## config.mk

```make
export PLATFORM = sky130hd
export DESIGN_NAME = mem_port_arbiter
export DESIGN_NICKNAME = d
export VERILOG_FILES = /design/src/rtl/mem_port_arbiter.sv
export SDC_FILE = /design/constraint.sdc
export NUM_CORES = 1
export LEC_CHECK = 0
export BUFFER_PORTS_ARGS = -buffer_cell sky130_fd_sc_hd__buf_2
export CAP_MARGIN = 20
export CORE_MARGIN = 2
export CORE_UTILIZATION = 30
export DETAILED_ROUTE_END_ITERATION = 8
export SLEW_MARGIN = 5
export SYNTH_ARGS = -nofsm -noshare
export SYNTH_HDL_FRONTEND = slang
export SYNTH_SLANG_ARGS = --single-unit
export TNS_END_PERCENT = 30
```

## constraint.sdc

```tcl
create_clock -name clk -period 2.2 [get_ports clk]
set_input_delay 0.11 -clock clk [delete_from_list [all_inputs] [get_ports clk]]
set_output_delay 0.11 -clock clk [all_outputs]
set_load 0.01 [all_outputs]
```

## src/rtl/mem_port_arbiter.sv

```systemverilog
// Shares one single-outstanding memory port between the fetch (imem) and load/store (dmem) sides.
// dmem has priority; imem wins after MAX_SKIP consecutive dmem grants while it waits.
module mem_port_arbiter #(
  parameter int MAX_SKIP = 4
) (
  input  logic        clk,
  input  logic        rst,
  input  logic [31:0] imem_addr,
  input  logic [3:0]  imem_rmask,
  output logic [31:0] imem_rdata,
  output logic        imem_resp,
  input  logic [31:0] dmem_addr,
  input  logic [3:0]  dmem_rmask,
  input  logic [3:0]  dmem_wmask,
  input  logic [31:0] dmem_wdata,
  output logic [31:0] dmem_rdata,
  output logic        dmem_resp,
  output logic [31:0] mem_addr,
  output logic [3:0]  mem_rmask,
  output logic [3:0]  mem_wmask,
  output logic [31:0] mem_wdata,
  input  logic [31:0] mem_rdata,
  input  logic        mem_resp
);

  localparam int SW = $clog2(MAX_SKIP + 1);
  localparam logic [SW-1:0] SKIP_LIMIT = SW'(MAX_SKIP);

  typedef enum logic [2:0] {IDLE, ISSUE_I, ISSUE_D, WAIT_I, WAIT_D} state_t;

  state_t state, state_next;

  logic          i_pend;
  logic [31:0]   i_addr;
  logic [3:0]    i_rmask;
  logic          d_pend;
  logic [31:0]   d_addr;
  logic [3:0]    d_rmask;
  logic [3:0]    d_wmask;
  logic [31:0]   d_wdata;
  logic [SW-1:0] skip_cnt, skip_next;

  logic i_req, d_req, i_busy, d_busy;
  logic i_accept, d_accept, i_eff, d_eff;
  logic grant_ok, grant_i, grant_d;

  // A request arriving this cycle counts as valid for a grant at this edge,
  // which gives the one-cycle issue latency and bubble-free back-to-back issue.
  always_comb begin
    imem_resp  = !rst && mem_resp && (state == WAIT_I);
    dmem_resp  = !rst && mem_resp && (state == WAIT_D);
    imem_rdata = imem_resp ? mem_rdata : 32'h0;
    dmem_rdata = dmem_resp ? mem_rdata : 32'h0;

    i_req  = |imem_rmask;
    d_req  = |dmem_rmask || |dmem_wmask;
    i_busy = i_pend || (state == ISSUE_I) || (state == WAIT_I);
    d_busy = d_pend || (state == ISSUE_D) || (state == WAIT_D);

    i_accept = i_req && (!i_busy || imem_resp);
    d_accept = d_req && (!d_busy || dmem_resp);
    i_eff    = i_pend || i_accept;
    d_eff    = d_pend || d_accept;

    grant_ok = (state == IDLE) ||
               (((state == WAIT_I) || (state == WAIT_D)) && mem_resp);
    grant_i  = grant_ok && i_eff && (!d_eff || (skip_cnt == SKIP_LIMIT));
    grant_d  = grant_ok && d_eff && !grant_i;

    state_next = state;
    case (state)
      IDLE, WAIT_I, WAIT_D: begin
        if (grant_i)
          state_next = ISSUE_I;
        else if (grant_d)
          state_next = ISSUE_D;
        else if (state != IDLE && mem_resp)
          state_next = IDLE;
      end
      ISSUE_I: state_next = WAIT_I;
      ISSUE_D: state_next = WAIT_D;
      default: state_next = IDLE;
    endcase

    skip_next = skip_cnt;
    if (grant_i || !i_eff)
      skip_next = '0;
    else if (grant_d && (skip_cnt != SKIP_LIMIT))
      skip_next = skip_cnt + 1'b1;
  end

  // Masks are registered for exactly one cycle per grant; address and data
  // stay in place until the next grant, which covers the whole transaction.
  always_ff @(posedge clk) begin
    if (rst) begin
      state     <= IDLE;
      skip_cnt  <= '0;
      i_pend    <= 1'b0;
      i_addr    <= 32'h0;
      i_rmask   <= 4'h0;
      d_pend    <= 1'b0;
      d_addr    <= 32'h0;
      d_rmask   <= 4'h0;
      d_wmask   <= 4'h0;
      d_wdata   <= 32'h0;
      mem_addr  <= 32'h0;
      mem_rmask <= 4'h0;
      mem_wmask <= 4'h0;
      mem_wdata <= 32'h0;
    end else begin
      state     <= state_next;
      skip_cnt  <= skip_next;
      mem_rmask <= 4'h0;
      mem_wmask <= 4'h0;

      if (grant_i) begin
        mem_addr  <= i_pend ? i_addr  : imem_addr;
        mem_rmask <= i_pend ? i_rmask : imem_rmask;
        mem_wdata <= 32'h0;
        i_pend    <= 1'b0;
      end else if (i_accept) begin
        i_pend  <= 1'b1;
        i_addr  <= imem_addr;
        i_rmask <= imem_rmask;
      end

      if (grant_d) begin
        mem_addr  <= d_pend ? d_addr  : dmem_addr;
        mem_rmask <= d_pend ? d_rmask : dmem_rmask;
        mem_wmask <= d_pend ? d_wmask : dmem_wmask;
        mem_wdata <= d_pend ? d_wdata : dmem_wdata;
        d_pend    <= 1'b0;
      end else if (d_accept) begin
        d_pend  <= 1'b1;
        d_addr  <= dmem_addr;
        d_rmask <= dmem_rmask;
        d_wmask <= dmem_wmask;
        d_wdata <= dmem_wdata;
      end
    end
  end

endmodule

```

# Word level (Yosys, flattened, before mapping)

Cells that the tools add are included.
W data, S select, Z words.

Register bits: 188
Latch bits: 0
Memory bits (writable): 0
ROM bits: 0
Output and inout bits: 138
Memories: 0

Add/sub/neg operators: 1
Multipliers: 0
Divide/modulo/power cells: 0
Order comparisons: 0
Equality and inequality tests: 7
Shifts and indexed selects: 0
Muxes and demuxes: 18
Bitwise gates (word level): 2
Reduce and logical (&&, ||, !) cells: 44

Operators with widths:

| kind                  | count |
|---|---|
| $mux W32              | 9 |
| $mux W4               | 5 |
| $logic_or A1 B1 Y1    | 13 |
| $logic_and A1 B1 Y1   | 12 |
| $reduce_or A4 Y1      | 3 |
| $mux W3               | 3 |
| $pmux W3 S3           | 1 |
| $reduce_or A2 Y1      | 4 |
| $eq A3 B2 Y1 const B  | 2 |
| $eq A3 B3 Y1 const B  | 2 |
| $logic_not A1 Y1      | 6 |
| $ne A4 B4 Y1 const B  | 1 |
| $reduce_and A2 Y1     | 2 |
| $add A3 B1 Y3 const B | 1 |
| $eq A3 B1 Y1 const B  | 1 |
| $logic_not A3 Y1      | 1 |
| $ne A3 B3 Y1 const B  | 1 |
| $reduce_bool A3 Y1    | 1 |
| $reduce_or A3 Y1      | 1 |
| $not A1 Y1            | 2 |
| $reduce_bool A2 Y1    | 1 |

# Logic depth before layout (Yosys ltp)

Gate-level depths: netlist of run 1.

Word-level depth: 15
Gate-level depth with buffers: 9
Gate-level depth less buffers: 6

# Worst setup path before layout of run 1

Ideal clock, no wire load.

Kind: register -> register
Start point: register state[0]
End point: register skip_cnt[2]
Data arrival time: 1,869 ps
Setup slack: 228 ps
Stages on the path, launching flop included: 7
Period minus slack after synthesis: 1,972 ps
Cell sequence: dfxtp_1 > buf_2 > o32a_4 > a211o_1 > buf_6 > or3_1 > a2111oi_2

Cells in the longest elaborated chain, start to end: 13
Elaborated cells between the ends (all ways): 33
Classes of those cells: eq/ne (4); reduce/logical (29)

Ends and longest elaborated chain:

| item                            | line | text |
|---|---|---|
| from (decl)                     | 31   | `state_t state, state_next;` |
| from (signal assigned)          | 111  | `state <= state_next;` |
| $eq A3 B2 Y1                    | 58   | `d_busy = d_pend \|\| (state == ISSUE_D) \|\| (state == WAIT_D);` |
| $logic_or A1 B1 Y1 (2 in a row) | 58   |  |
| $logic_not A1 Y1                | 61   | `d_accept = d_req && (!d_busy \|\| dmem_resp);` |
| $logic_or A1 B1 Y1              | 61   |  |
| $logic_and A1 B1 Y1             | 61   |  |
| $logic_or A1 B1 Y1              | 63   | `d_eff = d_pend \|\| d_accept;` |
| $logic_not A1 Y1                | 67   | `grant_i = grant_ok && i_eff && (!d_eff \|\| (skip_cnt == SKIP_LIMIT));` |
| $logic_or A1 B1 Y1              | 67   |  |
| $logic_and A1 B1 Y1             | 67   |  |
| $logic_not A1 Y1                | 68   | `grant_d = grant_ok && d_eff && !grant_i;` |
| $logic_and A1 B1 Y1             | 68   |  |
| $logic_and A1 B1 Y1             | 88   | `else if (grant_d && (skip_cnt != SKIP_LIMIT))` |
| to (signal assigned)            | 112  | `skip_cnt <= skip_next;` |
| to (decl)                       | 41   | `logic [SW-1:0] skip_cnt, skip_next;` |

Parallel ways exist; a longest one is shown, timed or not.
A chain may end at the register's enable or synchronous reset.

# Worst setup path in the final report of run 1

Start point: input imem_rmask[3]
End point: register i_addr[18]

Cells in the longest elaborated chain, start to end: 7

Ends and longest elaborated chain:

| item                                   | line | text |
|---|---|---|
| from (decl)                            | 9    | `input logic [3:0] imem_rmask,` |
| $reduce_or A4 Y1 (*)                   | 55   | `i_req = \|imem_rmask;` |
| $logic_and A1 B1 Y1 (*)                | 60   | `i_accept = i_req && (!i_busy \|\| imem_resp);` |
| $logic_or A1 B1 Y1                     | 62   | `i_eff = i_pend \|\| i_accept;` |
| $logic_and A1 B1 Y1 (2 in a row)       | 67   |  |
| $not A1 Y1 (no source line)            | -    |  |
| $reduce_and A2 Y1 (no source line) (*) | -    |  |
| to (signal assigned)                   | 123  | `i_addr <= imem_addr;` |
| to (decl)                              | 34   | `logic [31:0] i_addr;` |

Every way passes the cells marked *; elsewhere a longest branch is shown, timed or not.

==> flow_summary.json, run 1 <==
{
  "status": "finished clean",
  "cts_tree": "yes",
  "synth_top_area_share_pct": 39.3,
  "seq_area_frac_synth_pct": 39.3,
  "firstDrtPassIters": 4,
  "synth_nets": 1104,
  "regToRegStartpoint": "state[2]",
  "min_path_cells": 3,
  "wire_per_inst_um": 16.0,
  "cpPeakStageDelay_ns": 0.56,
  "finalInstanceArea_mm2": 0.0134,
  "drv_cap": 0,
  "fp-row-count": 65,
  "cts_sinks": 188,
  "nNetsFinal": 1468,
  "core_mm2": 0.0315,
  "min-delay-start": "mem_resp",
  "grt_max_degree": 144,
  "die_h_um": 183,
  "final_max_slew_viol_count": 0,
  "arrival_ns": 2.48,
  "fmax_mhz": 469,
  "track_usage_pct": 16.1,
  "dpl-instance-area_mm2": 0.0115,
  "hpwl_um": 18000,
  "cpMaxStageDelayCell": "dlygate4sd3_1",
  "start_kind": "input pin",
  "cts_inserted_buffers": 17,
  "min_period_ns": 2.13,
  "synth_top_area_cell": "dfxtp_1",
  "synth-edff-count": 0,
  "routed_wl_um": 27800,
  "tightest_slew_ns": 0.802,
  "ios": 281,
  "reg2reg_slack_ns": 0.16,
  "start_util_pct": 30.4,
  "crit_path_end_kind": "flop",
  "postSynthCellCount": 959,
  "critPathRequiredTime_ns": 2.55,
  "utilization_pct": 42.6,
  "numPortBuffers": 280,
  "power.leakage_nw": 5.74,
  "vdd_ir_drop_max_uv": 675,
  "rr_worst_depth": 5,
  "die_area_mm2": 0.0334,
  "ys_warn_count": 0,
  "synth_most_common_cell": "nand2b_1",
  "synth_area_leaders": "dfxtp_1 39%, mux2i_1 18%, nand2b_1 15%",
  "cts_root_buffer": "clkbuf_16",
  "timing_worst_setup_path_type": "input pin to flop",
  "power.density_mw_per_mm2": 1290,
  "synth_seq_cells": 188,
  "period_share_pct": 97.0,
  "clkTransAtPathRegs_ns": 0.07,
  "r2r_end": "skip_cnt[2]",
  "rsz0062_at_grt": "yes",
  "grt_pass1_vias": 8286,
  "syn_area_mm2": 0.00957,
  "cp_max_fo": 18,
  "drc_errors": 0,
  "finClkSkew_ns": 0.0117,
  "hold_end": "state[2]",
  "grt_pass1_wl_um": 43200,
  "cts_htree_levels": 4,
  "dominantRegCellSynth": "dfxtp_1",
  "num_vias": 8262,
  "grt-ovfl-total": 0,
  "hold_viol": 0,
  "setup_viol": 0,
  "synth_common_cells": "223 x nand2b_1, 188 x dfxtp_1, 172 x mux2i_1",
  "post_drt_via_cell_ratio": 4.75,
  "syn_to_final_growth_pct": 40.1,
  "synthArstFlopShare_pct": 0,
  "ant_nets": 0,
  "hp-class": "input pin to flop",
  "avgSynthCellArea_um2": 9.98,
  "netlist-cell-type-count": 46,
  "clk_latency_ns": 0.43,
  "antenna_found_initial": 3,
  "crit_chain": "dlygate4sd3_1 > buf_2 > nor4_4 > buf_4 > a22o_1 > a211oi_4 > a211oi_4 > clkbuf_16 > mux2i_1",
  "drive_gt1_share_pct": 31.5,
  "relSlewSlack_pct": 46.5,
  "critPathMostFrequentCell": "a211oi_4",
  "gp_congestion": 0.791,
  "clockBufferDepth": 2,
  "chipWidth_um": 183,
  "drt_iter0_markers": 371
}
cell type report:
type / instances / area [µm²]
Sequential cell: 188 / 3770
Tap cell: 402 / 503
Inverter: 3 / 11.3
Clock buffer: 18 / 429
Clock inverter: 13 / 164
Timing Repair Buffer: 429 / 3070
Multi-Input combinational cell: 684 / 5470
Antenna cell: 2 / 5.00
Fill cell: 3014 / 18100
how the worst max path moves through the flow:
| stage | slack, ns | start | to | cells past startpoint |
|---|---|---|---|---|
| final | 0.07 | imem_rmask[3] | i_addr[18] | 9 |
| after global routing | -0.03 | imem_rmask[3] | i_addr[2] | 9 |
| after CTS | 0.01 | dmem_wmask[3] | d_wmask[0] | 11 |
| after detailed placement | 0.09 | state[1] | mem_addr[20] | 6 |
| after global placement | 0.16 | state[2] | d_rmask[2] | 8 |
| after floorplan | 0.23 | state[0] | skip_cnt[2] | 6 |
sequential cells by signal (all words and copies together), names as in the netlist:
name,flops
d_addr,32
d_wdata,32
i_addr,32
mem_addr,32
mem_wdata,32
d_rmask,4
d_wmask,4
i_rmask,4
mem_rmask,4
mem_wmask,4
skip_cnt,3
state,3
d_pend,1
i_pend,1
cell families after synthesis:
kind of cell	count (synthesis)	share of synthesized area (%)
DFF	188	39.3
adders and majority gates	2	0.261
and+or+nand+nor	335	21.5
muxes	216	23.2
AOI/OAI and AO/OA	131	11.2
buffers and inverters	87	4.56
where the power goes:
group / leakage (nW) / switching [W] / total [W] / internal, W
Sequential: 1.55 / 0.000804 / 0.00572 / 0.00492
Combinational: 3.90 / 0.00422 / 0.00839 / 0.00417
Clock: 0.293 / 0.00137 / 0.00317 / 0.00180
cells in the final DEF (no fill, tap or decap), types with 3 or more instances in the layout:
cell,n
a211o_1,3
a211oi_1,30
a21oi_1,13
and2_1,66
buf_12,9
buf_2,274
buf_4,27
buf_6,4
bufinv_16,3
clkbuf_16,22
clkinv_2,4
dfxtp_1,183
dfxtp_2,4
dlygate4sd3_1,106
inv_1,3
inv_6,3
mux2_2,44
mux2i_1,171
nand2_1,6
nand2b_1,223
nand3_1,10
nor2_1,7
nor2_2,3
nor3_1,6
nor4_4,3
o21ai_0,5
o2bb2ai_1,32
o32ai_1,32
critical path: cells and delay by family:
family | cells | cell delay (ns)
AO/OA/AOI/OAI | 3 | 0.61
buffers and inverters | 4 | 1.20
multiplexers | 1 | 0.23
AND/OR/NAND/NOR | 1 | 0.31
per-stage QoR:
stage	hold slack (ns)	setup TNS, ns	cells	setup slack (ns)	total power [W]
finish	0.0621	0	1739	0.0659	0.0173
global route	0.0867	-0.178	1738	-0.0262	0.0184
CTS	0.0499	0	1732	0.0128	0.0168
detailed placement	0.389	0	1593	0.0883	0.0134
global placement	0.379	0	1593	0.157	0.0133
floorplan	0.254	0	959	0.228	0.0109
repair_timing:
action | CTS | global route
gates resized for setup | 0 | 18
endpoints found under the setup margin | 0 | 166
hold buffers | 108 | 0
hold endpoints to repair | 141 | 0
buffers inserted | 0 | 3
per-layer routing:
metal  part of all wire (%)  vias up  track usage (%)
met5                  0.047        -                0
met4                    1.9        2             5.58
met3                    4.0       34             3.05
met2                     48      201             27.7
met1                     46     3922             20.2
li1                       -     4103                -
Power figures use the tool's default switching activity.
==> inputs of run 2 (changes only) <==
- PLACE_DENSITY: not set -> 0.55
- REMOVE_ABC_BUFFERS: not set -> 1
==> flow_summary.json, run 2 (synthesized netlist as in run 1, its figures left out) <==
{
  "status": "finished clean",
  "cpPeakStageDelay_ns": 0.54,
  "cts_sinks": 188,
  "grt_pass1_wl_um": 42900,
  "timing_worst_setup_path_type": "input pin to flop",
  "core_mm2": 0.0315,
  "relSlewSlack_pct": 44.2,
  "grt_pass1_vias": 8152,
  "finalInstanceArea_mm2": 0.0134,
  "cpMaxStageDelayCell": "dlygate4sd3_1",
  "clkTransAtPathRegs_ns": 0.08,
  "wire_per_inst_um": 15.8,
  "drive_gt1_share_pct": 31.5,
  "vdd_ir_drop_max_uv": 741,
  "fp-row-count": 65,
  "final_max_slew_viol_count": 0,
  "p_clk_share_pct": 18.7,
  "ant_nets": 0,
  "min_period_ns": 2.12,
  "hp-class": "input pin to flop",
  "setup_tns_ns": 0,
  "power.density_mw_per_mm2": 1250,
  "num_vias": 8144,
  "syn_to_final_growth_pct": 40.0,
  "die_area_mm2": 0.0334,
  "tightest_slew_ns": 0.838,
  "drt_iter0_markers": 341,
  "crit_chain": "dlygate4sd3_1 > buf_4 > nor4_4 > a22oi_2 > o41a_1 > buf_6 > nor2_4 > buf_12 > o2bb2ai_1",
  "dpl-instance-area_mm2": 0.0116,
  "antenna_found_initial": 1,
  "critPathRequiredTime_ns": 2.57,
  "clockBufferDepth": 2,
  "track_usage_pct": 15.9,
  "cp_num_buf_inv": 4,
  "start_util_pct": 30.4,
  "cp_max_fo": 16,
  "cts_root_buffer": "clkbuf_16",
  "nNetsFinal": 1474,
  "firstDrtPassIters": 4,
  "drv_cap": 0,
  "numPortBuffers": 280,
  "cts_htree_levels": 4,
  "p_sw_share_pct": 37.4,
  "p_int_w": 0.0105,
  "ios": 281,
  "rsz0062_at_grt": "yes",
  "hold_viol": 0,
  "path_delay_family": "buffers and inverters",
  "gp_congestion": 0.776,
  "chipWidth_um": 183,
  "p_sw_w": 0.00629,
  "hpwl_um": 18000,
  "instances_no_fill": 1744,
  "cts_tree": "yes",
  "fmax_mhz": 472,
  "combPwrFrac_pct": 47.3,
  "arrival_ns": 2.48,
  "num-fill-cells": 3084,
  "post_drt_via_cell_ratio": 4.67,
  "clk_latency_ns": 0.43,
  "final_cell_mix": "278 x buf_2, 223 x nand2b_1, 185 x dfxtp_1",
  "die_h_um": 183,
  "power.leakage_nw": 5.72,
  "drc_errors": 0,
  "dp_cells": 1598,
  "start_kind": "input pin",
  "grt-ovfl-total": 0,
  "setup_viol": 0,
  "crit_path_end_kind": "flop",
  "routed_wl_um": 27500,
  "reg2reg_slack_ns": 0.12,
  "finClkSkew_ns": 0.0106,
  "grt_max_degree": 133,
  "cts_inserted_buffers": 17,
  "period_share_pct": 96.2,
  "mostFrequentLayoutCell": "buf_2",
  "seqPwrFrac_pct": 34.0
}
-- run 2: cell count changes in the layout (fill, tap and decap cells not counted), sizes merged --
cell	previous run	this run
buf	316	325
bufinv	3	2
clkbuf	23	21
clkinv	5	4
clkinvlp	1	3
diode	2	1
dlygate4sd3	106	108
dlymetal6s4s	2	0
inv	7	6
-- run 2: layout make-up --
type	instances	area, µm²	share of cell area (%)
tap	402	503	3.75
clock buffer	19	443	3.30
timing repair buffer	435	3080	23.0
multi-input combinational	684	5460	40.7
antenna	1	2.50	0.0187
inverter	3	11.3	0.0840
clock inverter	12	139	1.04
sequential	188	3770	28.1
-- run 2: through the flow --
stage | hold WS (ns) | total power, W | util (%) | setup slack [ns]
finish | 0.0772 | 0.0168 | 42.6 | 0.0830
global route | 0.0843 | 0.0179 | 42.6 | -0.0274
CTS | 0.0482 | 0.0168 | 42.0 | 0.0226
detailed placement | 0.391 | 0.0134 | 36.7 | -0.0578
global placement | 0.382 | 0.0133 | 36.7 | 0.0644
floorplan | 0.179 | 0.00865 | - | -5.51
-- run 2: worst min-delay path, stage by stage --
cell and delay (ns):
buf_2 0.16, o21a_1 0.15, nor3_1 0.04
-- run 2: worst paths after layout --
path                                     from       endpoint  cells after the start
worst max register to register       state[0]   mem_wdata[9]                      7
worst max-delay path            imem_rmask[3]   mem_wdata[9]                      9
worst min-delay path                 mem_resp       state[2]                      3
worst min register to register  mem_wdata[20]  mem_wdata[20]                      1
-- run 2: timing repair --
| action | in CTS | in global routing |
|---|---|---|
| endpoints found under the setup margin | 20 | 118 |
| gates resized for setup | 0 | 17 |
| cloned | 0 | 3 |
| buffers inserted | 1 | 1 |
| pin swaps | 1 | 2 |
| hold buffers | 108 | 0 |
| endpoints found under the hold margin | 145 | 0 |
-- run 2: power groups by stage --
stage,Combinational [W],Clock (W),Sequential [W]
2_1_floorplan,0.00334,0,0.00532
3_3_place_gp,0.00756,0,0.00574
3_5_place_dp,0.00767,0,0.00576
4_1_cts,0.00786,0.00326,0.00570
5_1_grt,0.00862,0.00335,0.00590
6_report,0.00795,0.00314,0.00571
-- run 2: routing by layer --
layer  track usage [%]  wire length [µm]  vias to the layer above
met2              26.8             13100                      171
met1              20.9             12900                     3831
met3              3.37              1290                       16
met5                 0                 0                        -
li1                  -                 -                     4126
met4              3.68               221                        0
